===== config.mk =====
export PLATFORM = sky130hd
export DESIGN_NAME = fp_round_pipe_flat
export DESIGN_NICKNAME = d
export VERILOG_FILES = /design/src/rtl/fp_round_pipe_pkg.sv /design/src/rtl/fp_round_pipe_if.sv /design/src/rtl/fp_round_pipe_core.sv /design/src/rtl/fp_round_pipe.sv /design/src/flat_wrapper.sv
export SDC_FILE = /design/constraint.sdc
export NUM_CORES = 1
export LEC_CHECK = 0
export BUFFER_PORTS_ARGS = -buffer_cell sky130_fd_sc_hd__buf_2
export CAP_MARGIN = 30
export CORE_MARGIN = 2
export CORE_UTILIZATION = 35
export DETAILED_ROUTE_END_ITERATION = 10
export MAX_ROUTING_LAYER = met4
export PLACE_DENSITY = 0.58
export RECOVER_POWER = 25
export SLEW_MARGIN = 20
export SYNTH_ARGS = -nofsm -noshare
export SYNTH_HDL_FRONTEND = slang
export SYNTH_SLANG_ARGS = --single-unit

===== constraint.sdc =====
create_clock -name clk_i -period 8.1 [get_ports clk_i]
set_input_delay 2.43 -clock clk_i [delete_from_list [all_inputs] [get_ports clk_i]]
set_output_delay 2.43 -clock clk_i [all_outputs]
set_load 0.01 [all_outputs]

===== src/rtl/fp_round_pipe_pkg.sv =====
// Shared types for the divider rounding stage.
// Holds the FP format/width helpers, rounding modes, the unrounded bundle,
// the exception-flag struct and small constant/rounding helpers.
package fp_round_pipe_pkg;

    typedef enum logic [1:0] {
        FP32 = 2'd0,
        FP64 = 2'd1,
        FP16 = 2'd2,
        BF16 = 2'd3
    } fp_format_e;

    typedef enum logic [2:0] {
        RNE = 3'b000,
        RTZ = 3'b001,
        RDN = 3'b010,
        RUP = 3'b011,
        RMM = 3'b100
    } roundmode_e;

    function automatic int unsigned fp_width(fp_format_e fmt);
        case (fmt)
            FP64:    return 64;
            FP16:    return 16;
            BF16:    return 16;
            default: return 32;
        endcase
    endfunction

    function automatic int unsigned exp_bits(fp_format_e fmt);
        case (fmt)
            FP64:    return 11;
            FP16:    return 5;
            BF16:    return 8;
            default: return 8;
        endcase
    endfunction

    function automatic int unsigned man_bits(fp_format_e fmt);
        case (fmt)
            FP64:    return 52;
            FP16:    return 10;
            BF16:    return 7;
            default: return 23;
        endcase
    endfunction

    // Format carried by the divider bundle; bus types are sized from it.
    localparam fp_format_e  PKG_FORMAT = FP32;
    localparam int unsigned FP_WIDTH   = fp_width(PKG_FORMAT);
    localparam int unsigned EXP_WIDTH  = exp_bits(PKG_FORMAT);
    localparam int unsigned MANT_WIDTH = man_bits(PKG_FORMAT);

    typedef struct packed {
        logic                  sign;
        logic [EXP_WIDTH-1:0]  exp;
        logic [MANT_WIDTH-1:0] mant;
    } fp_t;

    typedef struct packed {
        fp_t        u_result;
        logic [1:0] rs;        // {round bit, sticky bit}
        logic       round_en;
        logic       invalid;
        logic [1:0] exp_cout;  // 2'b01 overflow, 2'b1x underflow
    } uround_res_t;

    typedef struct packed {
        logic nv;
        logic dz;
        logic of;
        logic uf;
        logic nx;
    } fflags_t;

    function automatic fp_t max_finite(logic sign);
        fp_t r;
        r.sign   = sign;
        r.exp    = '1;
        r.exp[0] = 1'b0;
        r.mant   = '1;
        return r;
    endfunction

    function automatic fp_t inf_val(logic sign);
        fp_t r;
        r.sign = sign;
        r.exp  = '1;
        r.mant = '0;
        return r;
    endfunction

    // Round-increment decision; unknown encodings behave as RNE.
    function automatic logic round_inc(roundmode_e rnd, logic sign, logic lsb, logic [1:0] rs);
        case (rnd)
            RTZ:     return 1'b0;
            RDN:     return sign & (rs[1] | rs[0]);
            RUP:     return ~sign & (rs[1] | rs[0]);
            RMM:     return rs[1];
            default: return rs[1] & (rs[0] | lsb);
        endcase
    endfunction

endpackage


===== src/rtl/fp_round_pipe_if.sv =====
// Valid/ready bus between the divider, the rounding stage and its consumer.
// slave: rounding stage side; master: producer/consumer side.
interface fp_round_pipe_if;
    import fp_round_pipe_pkg::*;

    logic                valid_i;
    logic                ready_o;
    uround_res_t         urnd_result_i;
    logic                divide_by_zero_i;
    roundmode_e          rnd_i;
    logic                valid_o;
    logic                ready_i;
    logic [FP_WIDTH-1:0] result_o;
    fflags_t             fflags_o;

    modport slave (
        input  valid_i, urnd_result_i, divide_by_zero_i, rnd_i, ready_i,
        output ready_o, valid_o, result_o, fflags_o
    );

    modport master (
        output valid_i, urnd_result_i, divide_by_zero_i, rnd_i, ready_i,
        input  ready_o, valid_o, result_o, fflags_o
    );
endinterface


===== src/rtl/fp_round_pipe_core.sv =====
// fp_round_core: combinational rounding add plus overflow/underflow select.
// Ports: urnd_res (bundle), dz (divide-by-zero), rnd (mode), inc (round-up
// decision from stage 1) -> result_c (final word), fflags_c (exception flags).
module fp_round_core
    import fp_round_pipe_pkg::*;
(
    input  uround_res_t urnd_res,
    input  logic        dz,
    input  roundmode_e  rnd,
    input  logic        inc,
    output fp_t         result_c,
    output fflags_t     fflags_c
);
    localparam int unsigned MAG_W = EXP_WIDTH + MANT_WIDTH;

    logic                 sign;
    logic [MAG_W-1:0]     mag;
    logic [MAG_W-1:0]     mag_rnd;
    logic [EXP_WIDTH-1:0] exp_rnd;
    logic                 inexact;
    logic                 nonzero;
    logic                 overflow;
    logic                 underflow;

    // Mantissa carry ripples into the exponent through a single add.
    always_comb begin
        sign      = urnd_res.u_result.sign;
        mag       = {urnd_res.u_result.exp, urnd_res.u_result.mant};
        mag_rnd   = mag + MAG_W'(inc);
        exp_rnd   = mag_rnd[MAG_W-1 -: EXP_WIDTH];
        inexact   = |urnd_res.rs;
        nonzero   = (|mag) | inexact;
        overflow  = (urnd_res.exp_cout == 2'b01) | (~urnd_res.exp_cout[1] & (&exp_rnd));
        underflow = urnd_res.exp_cout[1] | ((exp_rnd == '0) & nonzero);
    end

    // Result/flag select; NV and DZ always pass through.
    always_comb begin
        result_c    = urnd_res.u_result;
        fflags_c    = '0;
        fflags_c.nv = urnd_res.invalid;
        fflags_c.dz = dz;
        if (urnd_res.round_en) begin
            result_c = fp_t'({sign, mag_rnd});
            if (overflow) begin
                case (rnd)
                    RTZ:     result_c = max_finite(sign);
                    RDN:     result_c = sign ? inf_val(1'b1) : max_finite(1'b0);
                    RUP:     result_c = sign ? max_finite(1'b1) : inf_val(1'b0);
                    default: result_c = inf_val(sign);
                endcase
                fflags_c.of = 1'b1;
                fflags_c.nx = 1'b1;
            end else if (underflow) begin
                result_c      = '0;
                result_c.sign = sign;
                fflags_c.uf   = 1'b1;
                fflags_c.nx   = 1'b1;
            end else begin
                fflags_c.nx = inexact;
            end
        end
    end
endmodule


===== src/rtl/fp_round_pipe.sv =====
// fp_round_pipe: 2-stage valid/ready rounding and flag stage after the divider.
// Ports: clk_i, reset_i (async active-low), io (slave side of fp_round_pipe_if:
// valid_i/ready_o/urnd_result_i/divide_by_zero_i/rnd_i in, valid_o/ready_i/
// result_o/fflags_o out).
module fp_round_pipe
    import fp_round_pipe_pkg::*;
#(
    parameter fp_format_e FP_FORMAT = FP32
) (
    input  logic          clk_i,
    input  logic          reset_i,
    fp_round_pipe_if.slave io
);
    localparam int unsigned FP_W = fp_width(FP_FORMAT);

    logic            s1_valid;
    uround_res_t     s1_res;
    logic            s1_dz;
    roundmode_e      s1_rnd;
    logic            s1_inc;

    logic            s2_valid;
    logic [FP_W-1:0] s2_result;
    fflags_t         s2_fflags;

    logic            s1_en;
    logic            s2_en;
    fp_t             core_result;
    fflags_t         core_fflags;

    // Each stage advances when empty or when its successor is advancing.
    assign s2_en      = ~s2_valid | io.ready_i;
    assign s1_en      = ~s1_valid | s2_en;
    assign io.ready_o = s1_en;

    // Stage 1: capture bundle and mode, decide the round increment.
    always_ff @(posedge clk_i or negedge reset_i) begin
        if (!reset_i) begin
            s1_valid <= 1'b0;
            s1_res   <= '0;
            s1_dz    <= 1'b0;
            s1_rnd   <= RNE;
            s1_inc   <= 1'b0;
        end else if (s1_en) begin
            s1_valid <= io.valid_i;
            if (io.valid_i) begin
                s1_res <= io.urnd_result_i;
                s1_dz  <= io.divide_by_zero_i;
                s1_rnd <= io.rnd_i;
                s1_inc <= round_inc(io.rnd_i, io.urnd_result_i.u_result.sign,
                                    io.urnd_result_i.u_result.mant[0],
                                    io.urnd_result_i.rs);
            end
        end
    end

    fp_round_core u_core (
        .urnd_res (s1_res),
        .dz       (s1_dz),
        .rnd      (s1_rnd),
        .inc      (s1_inc),
        .result_c (core_result),
        .fflags_c (core_fflags)
    );

    // Stage 2: hold the rounded word and flags until the consumer takes them.
    always_ff @(posedge clk_i or negedge reset_i) begin
        if (!reset_i) begin
            s2_valid  <= 1'b0;
            s2_result <= '0;
            s2_fflags <= '0;
        end else if (s2_en) begin
            s2_valid <= s1_valid;
            if (s1_valid) begin
                s2_result <= FP_W'(core_result);
                s2_fflags <= core_fflags;
            end
        end
    end

    assign io.valid_o  = s2_valid;
    assign io.result_o = s2_result;
    assign io.fflags_o = s2_fflags;
endmodule


===== src/flat_wrapper.sv =====
// flat-port wrapper written by rule: the top's interface ports become plain ports
module fp_round_pipe_flat import fp_round_pipe_pkg::*;
#(
    parameter fp_format_e FP_FORMAT = FP32
)
  (clk_i, reset_i, io_valid_i, io_urnd_result_i, io_divide_by_zero_i, io_rnd_i, io_ready_i, io_ready_o, io_valid_o, io_result_o, io_fflags_o);
  fp_round_pipe_if io_i ();
  input  logic clk_i;
  input  logic reset_i;
  input wire logic [$bits(io_i.valid_i)-1:0] io_valid_i;
  input wire logic [$bits(io_i.urnd_result_i)-1:0] io_urnd_result_i;
  input wire logic [$bits(io_i.divide_by_zero_i)-1:0] io_divide_by_zero_i;
  input wire logic [$bits(io_i.rnd_i)-1:0] io_rnd_i;
  input wire logic [$bits(io_i.ready_i)-1:0] io_ready_i;
  output wire logic [$bits(io_i.ready_o)-1:0] io_ready_o;
  output wire logic [$bits(io_i.valid_o)-1:0] io_valid_o;
  output wire logic [$bits(io_i.result_o)-1:0] io_result_o;
  output wire logic [$bits(io_i.fflags_o)-1:0] io_fflags_o;
  assign io_i.valid_i = io_valid_i;
  assign io_i.urnd_result_i = io_urnd_result_i;
  assign io_i.divide_by_zero_i = io_divide_by_zero_i;
  assign io_i.rnd_i = io_rnd_i;
  assign io_i.ready_i = io_ready_i;
  assign io_ready_o = io_i.ready_o;
  assign io_valid_o = io_i.valid_o;
  assign io_result_o = io_i.result_o;
  assign io_fflags_o = io_i.fflags_o;
  fp_round_pipe #(.FP_FORMAT(FP_FORMAT)) u_core (.clk_i(clk_i), .reset_i(reset_i), .io(io_i));
endmodule

==> impl_results.md <==
- Status: finished with violations
- Violations in the final reports: max-capacitance violations, max-slew violations
- Final hold viol count: 0
- Share of final-layout standard cells stronger than drive strength 1: 0.303
- Area taken by flip-flops and latches: 0.00205 mm^2
- Required @ worst endpoint: 5.67 ns
- Detailed placement HPWL: 9.13 mm
- Seq pwr share: 0.447
- Die outline area: 0.0143 mm^2
- Maximum number of pins on one net before global-route repair: 53
- Pwr/cell area: 239 mW/mm^2
- Via count of the first global-routing pass: 3878
- Sinks on Clock Net: 82
- Area taken by multi-input logic gates: 0.00241 mm^2
- DR pass1 iterations: 4
- Min-Delay Startpoint: u_core.io.fflags_o[4]
- Crit end category: output pin
- Overall routed net length: 13.0 mm
- Post-synthesis sequential area ratio: 0.440
- Antenna fix cells: 0
- Clk buf depth: 2
- Hold-critical path depth: 2
- Crit path cell chain: buf_2 > nand3b_1 > buf_2
- Total number of vias: 3988
- Share of async-settable or async-resettable flops after synthesis: 1.00
- Endpoints failing setup: 0
- H-tree levels: 3
- Leading register cell type out of synthesis: dfrtp_1
- Core outline area: 0.0131 mm^2
- Arrival time at the worst endpoint: 2.91 ns
- Via-to-Cell Ratio: 5.52
- Relative contribution of the clock network to total power: 0.301
- Wire length per cell: 18.0 um
- Worst slew pin tran: 1.86 ns
- Reg2reg setup slack: 4.11 ns
- Setup_tns: 0 ns
- Area share of the largest cell type after synthesis: 0.440
- Post-route ant nets: 0
- Number of standard cells after synthesis: 478
- Area growth from synthesis to layout: 18.2%
- Number of filler cells placed in the layout: 1337
- Clk_skew: 0.00414 ns
- I/O pin count: 85
- Reg-to-reg critical path endpoint: u_core.io.result_o[23]
- Util after Layout: 0.420
- Standard cell with the maximum stage delay on the critical path: nand3b_1
- Delay of the slowest cell on the worst path: 0.20 ns
- Synth cell types: 57
- Worst path bufs/invs: 2
- Unrepaired setup endpoints after global routing: no
- Post-synth top area cell: dfrtp_1
- Post-layout net count: 591
- Most frequent cell on the critical path: buf_2
- Worst min-delay path category: reg2reg
- Port Buf Inserts: 84
- Final Cycle Share: 0.659
- Switch share: 0.334
- Remaining DRCs: 0
- Yosys Warn Count: 0
- Top cell types by occurrence after synthesis: dfrtp_1, mux2_2, o21ai_0
- Cell area after synthesis: 0.00467 mm^2
- Cell internal pwr: 880 uW
- Synth Register Bits: 82
- Max frequency: 187 MHz
- Remaining max-slew budget at the tightest pin: -0.240
- Synth area leaders: dfrtp_1, mux2_2, or3_1
- Cell with the most instances after synthesis: dfrtp_1
- Largest fanout of any net on the critical path: 3
- Post-synth EDFFs: 0
- First DRT Iteration DRCs: 303
- Cts bufs inserted: 9
- Insertion delay to the later sink of the worst-skew pair: 0.34 ns
- Lkg Pwr: 0.00221 uW
- Net count after synthesis: 526
- Part of the power in combinational logic: 0.252
- Hold EP: u_core.io.fflags_o[4]
- First-pass GRT wire length: 21.5 mm
- Reg clk slew, reported paths: 0.06 ns
- Worst reg2reg path startpoint: u_core.s1_res[6]
- P_sw: 441 uW
- Synthesized area divided by synthesized cell count: 9.76 um^2
- Number of hold buffers added after cts: 0
- Worst Setup Start Kind: input port
- Overall fraction of global-route tracks in use: 0.196
- Die outline width: 119 um
- Power, Total: 1320 uW
- Antenna violations before repair: 0
- Critical Setup Path Class: in2out
- Post-layout minimum cycle time: 5.34 ns
- Global route total overflow: 0
- Worst vdd rail ir drop: 0.0000926 V
- Initial Util: 0.355
- Setup Fix Bufs, Post-CTS: 0
- Family with the most delay on the worst path: buffers and inverters
- Number of cells on the worst reg-to-reg path: 9
- Die height: 119 um
- Number of resized instances in the post-cts repair step: 0
- Number of max-cap violations: 1
- Clock tree from TritonCTS: yes
- Number of core rows: 42
- Max-slew violation count: 31
- Cell chosen for the clock root: clkbuf_16
- Placer's final routability congestion estimate: 0.845
worst reg2reg max path, stage by stage (launching register included):
cell,delay (ns)
dfrtp_1,0.45
ha_1,0.27
ha_1,0.26
nand4_1,0.21
nor4_1,0.68
and4_1,0.42
xor2_2,0.28
a41oi_4,0.48
o21a_4,0.51
a221o_1,0.33
cell usage in the layout (no fill, tap or decap), types with 2 or more instances in the layout:
cell / n
and3_1: 5
buf_2: 83
ha_1: 2
xnor2_1: 15
o21ai_0: 40
o31ai_1: 2
clkinv_2: 4
clkbuf_16: 9
nand2b_1: 3
nand2_1: 29
nand4b_1: 3
nand4_1: 8
nand2_2: 2
nand3_1: 33
buf_16: 2
and4_1: 5
a21oi_1: 27
nor2b_1: 2
buf_4: 2
a22o_1: 2
or3_1: 35
a31oi_1: 4
nor3_1: 11
nor2_1: 30
dfrtp_1: 82
xor2_1: 12
mux2_2: 42
or4_1: 4
a21oi_2: 4
nor4_1: 9
inv_1: 5
through the flow:
stage                     cell area (um^2)  setup WS (ns)  instances  hold slack [ns]
after global placement                5140           2.79        704            0.446
after global routing                  5510           2.72        723            0.506
final                                 5510           2.76        723            0.476
after CTS                             5500           2.77        722            0.476
after floorplan                       4670           3.03        478            0.433
after detailed placement              5210           2.77        707            0.461
registers in the layout, indices dropped and copies added, names as in the netlist:
register	count
u_core.s1_dz	1
u_core.s1_rnd	3
u_core.io.result_o	32
u_core.s1_res	38
u_core.s1_inc	1
u_core.io.valid_o	1
u_core.s1_valid	1
u_core.io.fflags_o	5
worst max-delay path by stage:
| stage | from | to | slack (ns) | cells after the start |
|---|---|---|---|---|
| floorplan | io_ready_i | io_ready_o | 3.03 | 1 |
| global placement | io_ready_i | io_ready_o | 2.79 | 3 |
| detailed placement | io_ready_i | io_ready_o | 2.77 | 3 |
| CTS | io_ready_i | io_ready_o | 2.77 | 3 |
| global route | io_ready_i | io_ready_o | 2.72 | 3 |
| finish | io_ready_i | io_ready_o | 2.76 | 3 |
layout make-up:
type | instances | share of cell area
multi-input cells | 355 | 0.438
flip-flops and latches | 82 | 0.372
repair buffers | 90 | 0.0951
clock buffers | 9 | 0.0408
well taps | 176 | 0.0399
clock inverters | 6 | 0.0107
inverters | 5 | 0.00340
routing by layer:
metal | share of wire | track usage | vias to the layer above
met4 | 0.019 | 0.0684 | 0
met3 | 0.051 | 0.0330 | 17
li1 | - | - | 1863
met5 | 0 | - | -
met1 | 0.47 | 0.277 | 1982
met2 | 0.46 | 0.287 | 126
cell families after synthesis:
logic type | share of synthesized area
and+or+nand+nor | 0.234
AOI/OAI and AO/OA | 0.120
DFF | 0.440
xor gates and xnor gates | 0.0542
adders and majority gates | 0.00536
buffers and inverters | 0.0432
muxes | 0.104
power groups by stage:
stage | Sequential, uW | Combinational, uW | Clock (uW)
after global placement | 597 | 314 | 0
final | 590 | 333 | 398
after global routing | 603 | 369 | 425
after detailed placement | 595 | 334 | 0
after CTS | 589 | 336 | 404
after floorplan | 575 | 208 | 0
Power figures use the tool's default switching activity.
